$ cat config.mk
export PLATFORM = sky130hd
export DESIGN_NAME = line_window_gen
export DESIGN_NICKNAME = d
export VERILOG_FILES = /design/src/rtl/line_window_gen.sv
export SDC_FILE = /design/constraint.sdc
export NUM_CORES = 2
export LEC_CHECK = 0
export CAP_MARGIN = 40
export CELL_PAD_IN_SITES_DETAIL_PLACEMENT = 0
export CELL_PAD_IN_SITES_GLOBAL_PLACEMENT = 1
export CORE_MARGIN = 10
export CORE_UTILIZATION = 35
export CTS_CLUSTER_DIAMETER = 100
export DETAILED_ROUTE_END_ITERATION = 7
export PLACE_DENSITY = 0.54
export SLEW_MARGIN = 20
export SYNTH_ARGS = -nofsm -noshare
export SYNTH_HDL_FRONTEND = slang
export SYNTH_SLANG_ARGS = --single-unit
$ cat constraint.sdc
create_clock -name clk -period 13.8 [get_ports clk]
set_clock_uncertainty 0.1 [all_clocks]
set_input_delay 4.14 -clock clk [delete_from_list [all_inputs] [get_ports clk]]
set_output_delay 4.14 -clock clk [all_outputs]
set_load 0.1 [all_outputs]
$ cat src/rtl/line_window_gen.sv
// line_window_gen: streaming 3x3 sliding-window generator over two circular line buffers.
// Ports:
//   clk, rst                   clock (rising edge), asynchronous active-high reset
//   start                      single-cycle frame start pulse, ignored while busy
//   in_valid/in_ready/in_pixel raster-order pixel input handshake
//   out_valid/out_ready        window output handshake
//   win                        packed 3x3 window, element (r,c) at [DATA_W*(3r+c) +: DATA_W]
//   out_x, out_y               centre coordinate of the presented window
//   busy, done                 frame in progress / one-cycle end-of-frame pulse
module line_window_gen #(
    parameter int DATA_W      = 8,
    parameter int IMG_W       = 256,
    parameter int IMG_H       = 256,
    parameter int BORDER_MODE = 0
) (
    input  logic                      clk,
    input  logic                      rst,
    input  logic                      start,
    input  logic                      in_valid,
    output logic                      in_ready,
    input  logic [DATA_W-1:0]         in_pixel,
    output logic                      out_valid,
    input  logic                      out_ready,
    output logic [9*DATA_W-1:0]       win,
    output logic [$clog2(IMG_W)-1:0]  out_x,
    output logic [$clog2(IMG_H)-1:0]  out_y,
    output logic                      busy,
    output logic                      done
);
    localparam int XW   = $clog2(IMG_W);
    localparam int YW   = $clog2(IMG_H);
    localparam int PW   = $clog2(IMG_H + 2);
    localparam int NPIX = IMG_W * IMG_H;
    localparam int CW   = $clog2(NPIX + 1);

    typedef enum logic [1:0] {IDLE, RUN, FLUSH, DONE} state_t;

    state_t               state_q, state_d;
    logic [XW-1:0]        px_q, px_d;
    logic [PW-1:0]        py_q, py_d;
    logic                 sel_q, sel_d;
    logic [CW-1:0]        cnt_q, cnt_d;
    logic [DATA_W-1:0]    ca_q [3];
    logic [DATA_W-1:0]    ca_d [3];
    logic [DATA_W-1:0]    cb_q [3];
    logic [DATA_W-1:0]    cb_d [3];
    logic [DATA_W-1:0]    nc [3];
    logic [DATA_W-1:0]    lb0 [IMG_W];
    logic [DATA_W-1:0]    lb1 [IMG_W];
    logic [DATA_W-1:0]    raw [3][3];
    logic [DATA_W-1:0]    cfix [3][3];
    logic [DATA_W-1:0]    w [3][3];
    logic [9*DATA_W-1:0]  wv;
    logic                 out_valid_q, out_valid_d;
    logic [9*DATA_W-1:0]  win_q, win_d;
    logic [XW-1:0]        out_x_q, out_x_d;
    logic [YW-1:0]        out_y_q, out_y_d;
    logic                 busy_q, busy_d, done_q, done_d;
    logic                 space, step, load, line_end, go;
    logic [XW-1:0]        nx;
    logic [YW-1:0]        ny;

    // A "step" consumes one raster position: a real pixel in RUN, or a virtual
    // one in FLUSH that pushes the final W+1 windows out of the column pipeline.
    // Each step past position IMG_W completes the window centred one row up and
    // one column left of the step position.
    always_comb begin
        space    = !out_valid_q || out_ready;
        in_ready = state_q == RUN && space;
        step     = (in_ready && in_valid) || (state_q == FLUSH && cnt_q != CW'(NPIX) && space);
        load     = step && (py_q >= PW'(2) || (py_q == PW'(1) && px_q != '0));
        line_end = px_q == XW'(IMG_W - 1);
        go       = state_q == IDLE && start;
        nx = cnt_q == '0 ? '0 : out_x_q == XW'(IMG_W - 1) ? '0 : out_x_q + 1'b1;
        ny = cnt_q == '0 ? '0 : out_x_q != XW'(IMG_W - 1) ? out_y_q :
             out_y_q == YW'(IMG_H - 1) ? '0 : out_y_q + 1'b1;
        // sel_q names the buffer holding the row two above the step row
        nc[0] = sel_q ? lb1[px_q] : lb0[px_q];
        nc[1] = sel_q ? lb0[px_q] : lb1[px_q];
        nc[2] = in_pixel;
        for (int r = 0; r < 3; r++) begin
            raw[r][0]  = ca_q[r];
            raw[r][1]  = cb_q[r];
            raw[r][2]  = nc[r];
            cfix[r][0] = nx == '0 ? (BORDER_MODE != 0 ? raw[r][1] : '0) : raw[r][0];
            cfix[r][1] = raw[r][1];
            cfix[r][2] = nx == XW'(IMG_W - 1) ? (BORDER_MODE != 0 ? raw[r][1] : '0) : raw[r][2];
        end
        // rows are fixed after columns so replicated corners clamp both axes
        for (int c = 0; c < 3; c++) begin
            w[0][c] = ny == '0 ? (BORDER_MODE != 0 ? cfix[1][c] : '0) : cfix[0][c];
            w[1][c] = cfix[1][c];
            w[2][c] = ny == YW'(IMG_H - 1) ? (BORDER_MODE != 0 ? cfix[1][c] : '0) : cfix[2][c];
        end
        wv = '0;
        for (int r = 0; r < 3; r++)
            for (int c = 0; c < 3; c++)
                wv[DATA_W*(3*r+c) +: DATA_W] = w[r][c];
        for (int r = 0; r < 3; r++) begin
            ca_d[r] = step ? cb_q[r] : ca_q[r];
            cb_d[r] = step ? nc[r] : cb_q[r];
        end
        px_d        = go ? '0 : step ? (line_end ? '0 : px_q + 1'b1) : px_q;
        py_d        = go ? '0 : (step && line_end) ? py_q + 1'b1 : py_q;
        sel_d       = go ? 1'b0 : sel_q ^ (step && line_end);
        cnt_d       = go ? '0 : cnt_q + CW'(load);
        out_valid_d = load || (out_valid_q && !out_ready);
        win_d       = load ? wv : win_q;
        out_x_d     = load ? nx : out_x_q;
        out_y_d     = load ? ny : out_y_q;
        state_d = state_q == IDLE  ? (start ? RUN : IDLE) :
                  state_q == RUN   ? ((step && line_end && py_q == PW'(IMG_H - 1)) ? FLUSH : RUN) :
                  state_q == FLUSH ? ((cnt_q == CW'(NPIX) && space) ? DONE : FLUSH) : IDLE;
        busy_d = state_d != IDLE;
        done_d = state_d == DONE;
    end

    always_ff @(posedge clk) begin
        if (step) begin
            if (sel_q) lb1[px_q] <= in_pixel;
            else       lb0[px_q] <= in_pixel;
        end
    end

    always_ff @(posedge clk or posedge rst) begin
        if (rst) begin
            state_q     <= IDLE;
            px_q        <= '0;
            py_q        <= '0;
            sel_q       <= 1'b0;
            cnt_q       <= '0;
            out_valid_q <= 1'b0;
            win_q       <= '0;
            out_x_q     <= '0;
            out_y_q     <= '0;
            busy_q      <= 1'b0;
            done_q      <= 1'b0;
            for (int r = 0; r < 3; r++) begin
                ca_q[r] <= '0;
                cb_q[r] <= '0;
            end
        end else begin
            state_q     <= state_d;
            px_q        <= px_d;
            py_q        <= py_d;
            sel_q       <= sel_d;
            cnt_q       <= cnt_d;
            out_valid_q <= out_valid_d;
            win_q       <= win_d;
            out_x_q     <= out_x_d;
            out_y_q     <= out_y_d;
            busy_q      <= busy_d;
            done_q      <= done_d;
            for (int r = 0; r < 3; r++) begin
                ca_q[r] <= ca_d[r];
                cb_q[r] <= cb_d[r];
            end
        end
    end

    assign out_valid = out_valid_q;
    assign win       = win_q;
    assign out_x     = out_x_q;
    assign out_y     = out_y_q;
    assign busy      = busy_q;
    assign done      = done_q;
endmodule

==> reports/summary.txt <==
F_max -> 101 MHz
Post-route ant nets -> 0
Multi-input gate area -> 37000 µm²
Leading register cell type out of synthesis -> edfxtp_1
Core Area -> 479000 µm²
CTS tree -> yes
Synth top area share -> 0.731
Met2 Usage GRT -> 0.299
Synth Instances -> 9214
GRT Max-Usage Layer -> met2
Final cell area excluding filler cells -> 193000 µm²
# port buffers -> 104
Routed wire length -> 491000 µm
Total congestion overflow -> 0
Slew @ Worst Pin -> 1.31 ns
Post-synthesis sequential area ratio -> 0.758
Area growth, synth to finish -> 14.8%
Routing usage on met1 -> 0.263
CP most frequent cell -> clkdlybuf4s50_1
Die W -> 713 µm
Met3 usage -> 0.0356
Synth warnings -> 0
Crit end category -> output port
Clock Latency Late Sink -> 1.03 ns
Post-Synthesis Cell Area -> 168000 µm²
P_leak -> 0.0623 µW
Final period util -> 0.718
Critical path, cell by cell -> clkdlybuf4s50_1 > nand2b_1 > and3b_1 > clkdlybuf4s50_1 > buf_8
Fillers -> 42680
Reg area -> 127000 µm²
Antenna violations before repair -> 43
Worst slack, placed -> 3.89 ns
Kind of start point of the critical path -> input port
Root cell of the clock tree -> clkbuf_16
Final HPWL DP -> 304000 µm
Vias per std cell -> 5.36
Mean area per synthesized cell -> 18.3 µm²
Area leader, netlist -> edfxtp_1
Post-CTS setup buffer count -> 0
Placed cell areas -> 178000 µm²
Buffers and inverters on the worst path -> 3
RSZ-0062 raised after global routing -> no
Number of synthesized flops with an enable pin -> 4096
Clock Sinks -> 4272
Ports -> 105
Avg WL per Cell -> 30.1 µm
Pre-antenna DRT Iters -> 6
Peak supply drop -> 0.177 mV
Data required, critical path -> 9.56 ns
Final WS setup -> 3.89 ns
Critical path class -> input port to output port
Height of the die -> 713 µm
DRT iter0 DRCs -> 9221
Min Hold Slack -> 0.377 ns
# setup viols final -> 0
Worst EP arrival -> 5.67 ns
Cell Rows -> 254
Syn Nets -> 9239
Yosys cell types -> 81
Final GP Congestion -> 0.819
# DRC -> 0
Top cells by area, synth -> edfxtp_1 (73%), mux2i_1 (7.7%), mux4_2 (4.9%)
Total track usage -> 0.186
Final min period -> 9.91 ns
Clk slew on worst S/H paths -> 0.06 ns
PwrDens -> 187 nW/µm²
Slew Viols, Final -> 0
Initial Utilization -> 0.351
Hold Crit Class -> flip-flop to flip-flop
Inserted Clock Buffers -> 448
Routed vias -> 87583
Clk buf depth -> 4
CTS resizes -> 0
Top delay family on crit path -> buffers and inverters
Hold buffer count at CTS -> 0
Fraction of layout cells with a size suffix above 1 -> 0.153
MaxCap Viol Count -> 0
Nets -> 9566
Final hold violation count -> 0
Die area -> 509000 µm²
CP peak stage delay -> 0.52 ns
Fin util -> 0.403
Relative slew slack -> 0.124
Sum of negative setup slack -> 0 ns
First-pass GRT wire length -> 687000 µm
CP max FO -> 3
Vias in the first global route -> 88302
Largest net degree at the start of global routing -> 172
Run status -> finished, final reports clean
Synth Register Bits -> 4272
Slowest CP cell -> clkdlybuf4s50_1
H-tree Lvls -> 5
Async SR Flop Fraction -> 0.0412
power breakdown:
group | internal, µW | switching, µW | leakage, µW
sequential | 14400 | 280 | 0.0391
clock | 7110 | 5140 | 0.00725
combinational | 3110 | 6100 | 0.0160
total | 24600 | 11500 | 0.0623
synthesized netlist by cell type, types with 49 or more instances:
library cell     n
o21ai_0         59
mux2i_1       1291
nor2_1         685
nand4_1        160
edfxtp_1      4096
or4_1           86
buf_4           53
dfrtp_1        176
clkbuf_1       240
mux4_2         368
o22ai_1        141
a22oi_1        506
nand2_1        382
a21oi_1        273
nand3_1         49
buf_6           91
buf_2           92
cells in the final DEF (no fill, tap or decap), drive strengths merged, types with 63 or more instances in the layout:
cell type and instances:
edfxtp 4096, mux2i 1291, nor2 686, clkbuf 518
a22oi 510, mux4 387, nand2 383, buf 364
a21oi 274, clkinv 210, dfrtp 176, nand4 160
o22ai 141, or4 99, clkdlybuf4s50 88, o21ai 63
flip-flops by register name (all words and copies together) (netlist names):
name       cells
busy           1
ca_q          24
cb_q          24
cnt_q         17
done           1
lb0         2048
lb1         2048
out_valid      1
out_x          8
out_y          8
px_q           8
py_q           9
sel_q          1
state_q        2
win           72
final timing paths:
path | from | slack, ns | end | depth (start not counted)
min | win[59] | 0.38 | win[59] | 2
min in group asynchronous | rst | 3.34 | cnt_q[0] | 2
max reg2reg | px_q[0] | 7.64 | win[22] | 10
max | out_ready | 3.89 | in_ready | 5
max in group asynchronous | rst | 8.84 | win[18] | 5
min reg2reg | win[59] | 0.38 | win[59] | 2
layout make-up:
cell class,count,area share
repair buffers,459,0.0295
clock inverters,318,0.0174
well taps,6400,0.0415
inverters,11,0.000253
flip-flops and latches,4272,0.660
clock buffers,517,0.0599
multi-input cells,4349,0.191
diodes,12,0.000155
metrics by stage:
stage,power [µW],instances
floorplan,20600,9214
global placement,23700,15316
detailed placement,24100,15459
CTS,36400,16294
global route,37300,16327
finish,36100,16338
per-layer routing:
layer	routed length, µm	vias to the layer above
li1	-	37788
met1	215000	46059
met2	229000	3121
met3	34900	609
met4	12500	6
met5	40	-
worst reg2reg max path, stage by stage (launching register included):
cell,delay (ns)
dfrtp_4,0.87
buf_4,0.82
buf_4,0.65
buf_4,0.78
mux2i_1,0.24
a22oi_1,0.34
nand4_1,0.32
or4_1,0.79
a41oi_1,0.84
o211ai_1,0.18
o211ai_1,0.13
cells by family (layout without fill, tap and decap cells):
| logic type | count (synthesis) | after routing | synth area share |
|---|---|---|---|
| multiplexers | 1682 | 1682 | 0.129 |
| adder cells (fa/ha/maj) | 12 | 12 | 0.000893 |
| other | 0 | 12 | 0 |
| AND/OR/NAND/NOR | 1514 | 1514 | 0.0414 |
| XOR/XNOR | 20 | 20 | 0.00104 |
| buffers and inverters | 593 | 1305 | 0.0247 |
| AO/OA/AOI/OAI | 1121 | 1121 | 0.0449 |
| flip-flops | 4272 | 4272 | 0.758 |
Power figures use the tool's default switching activity.
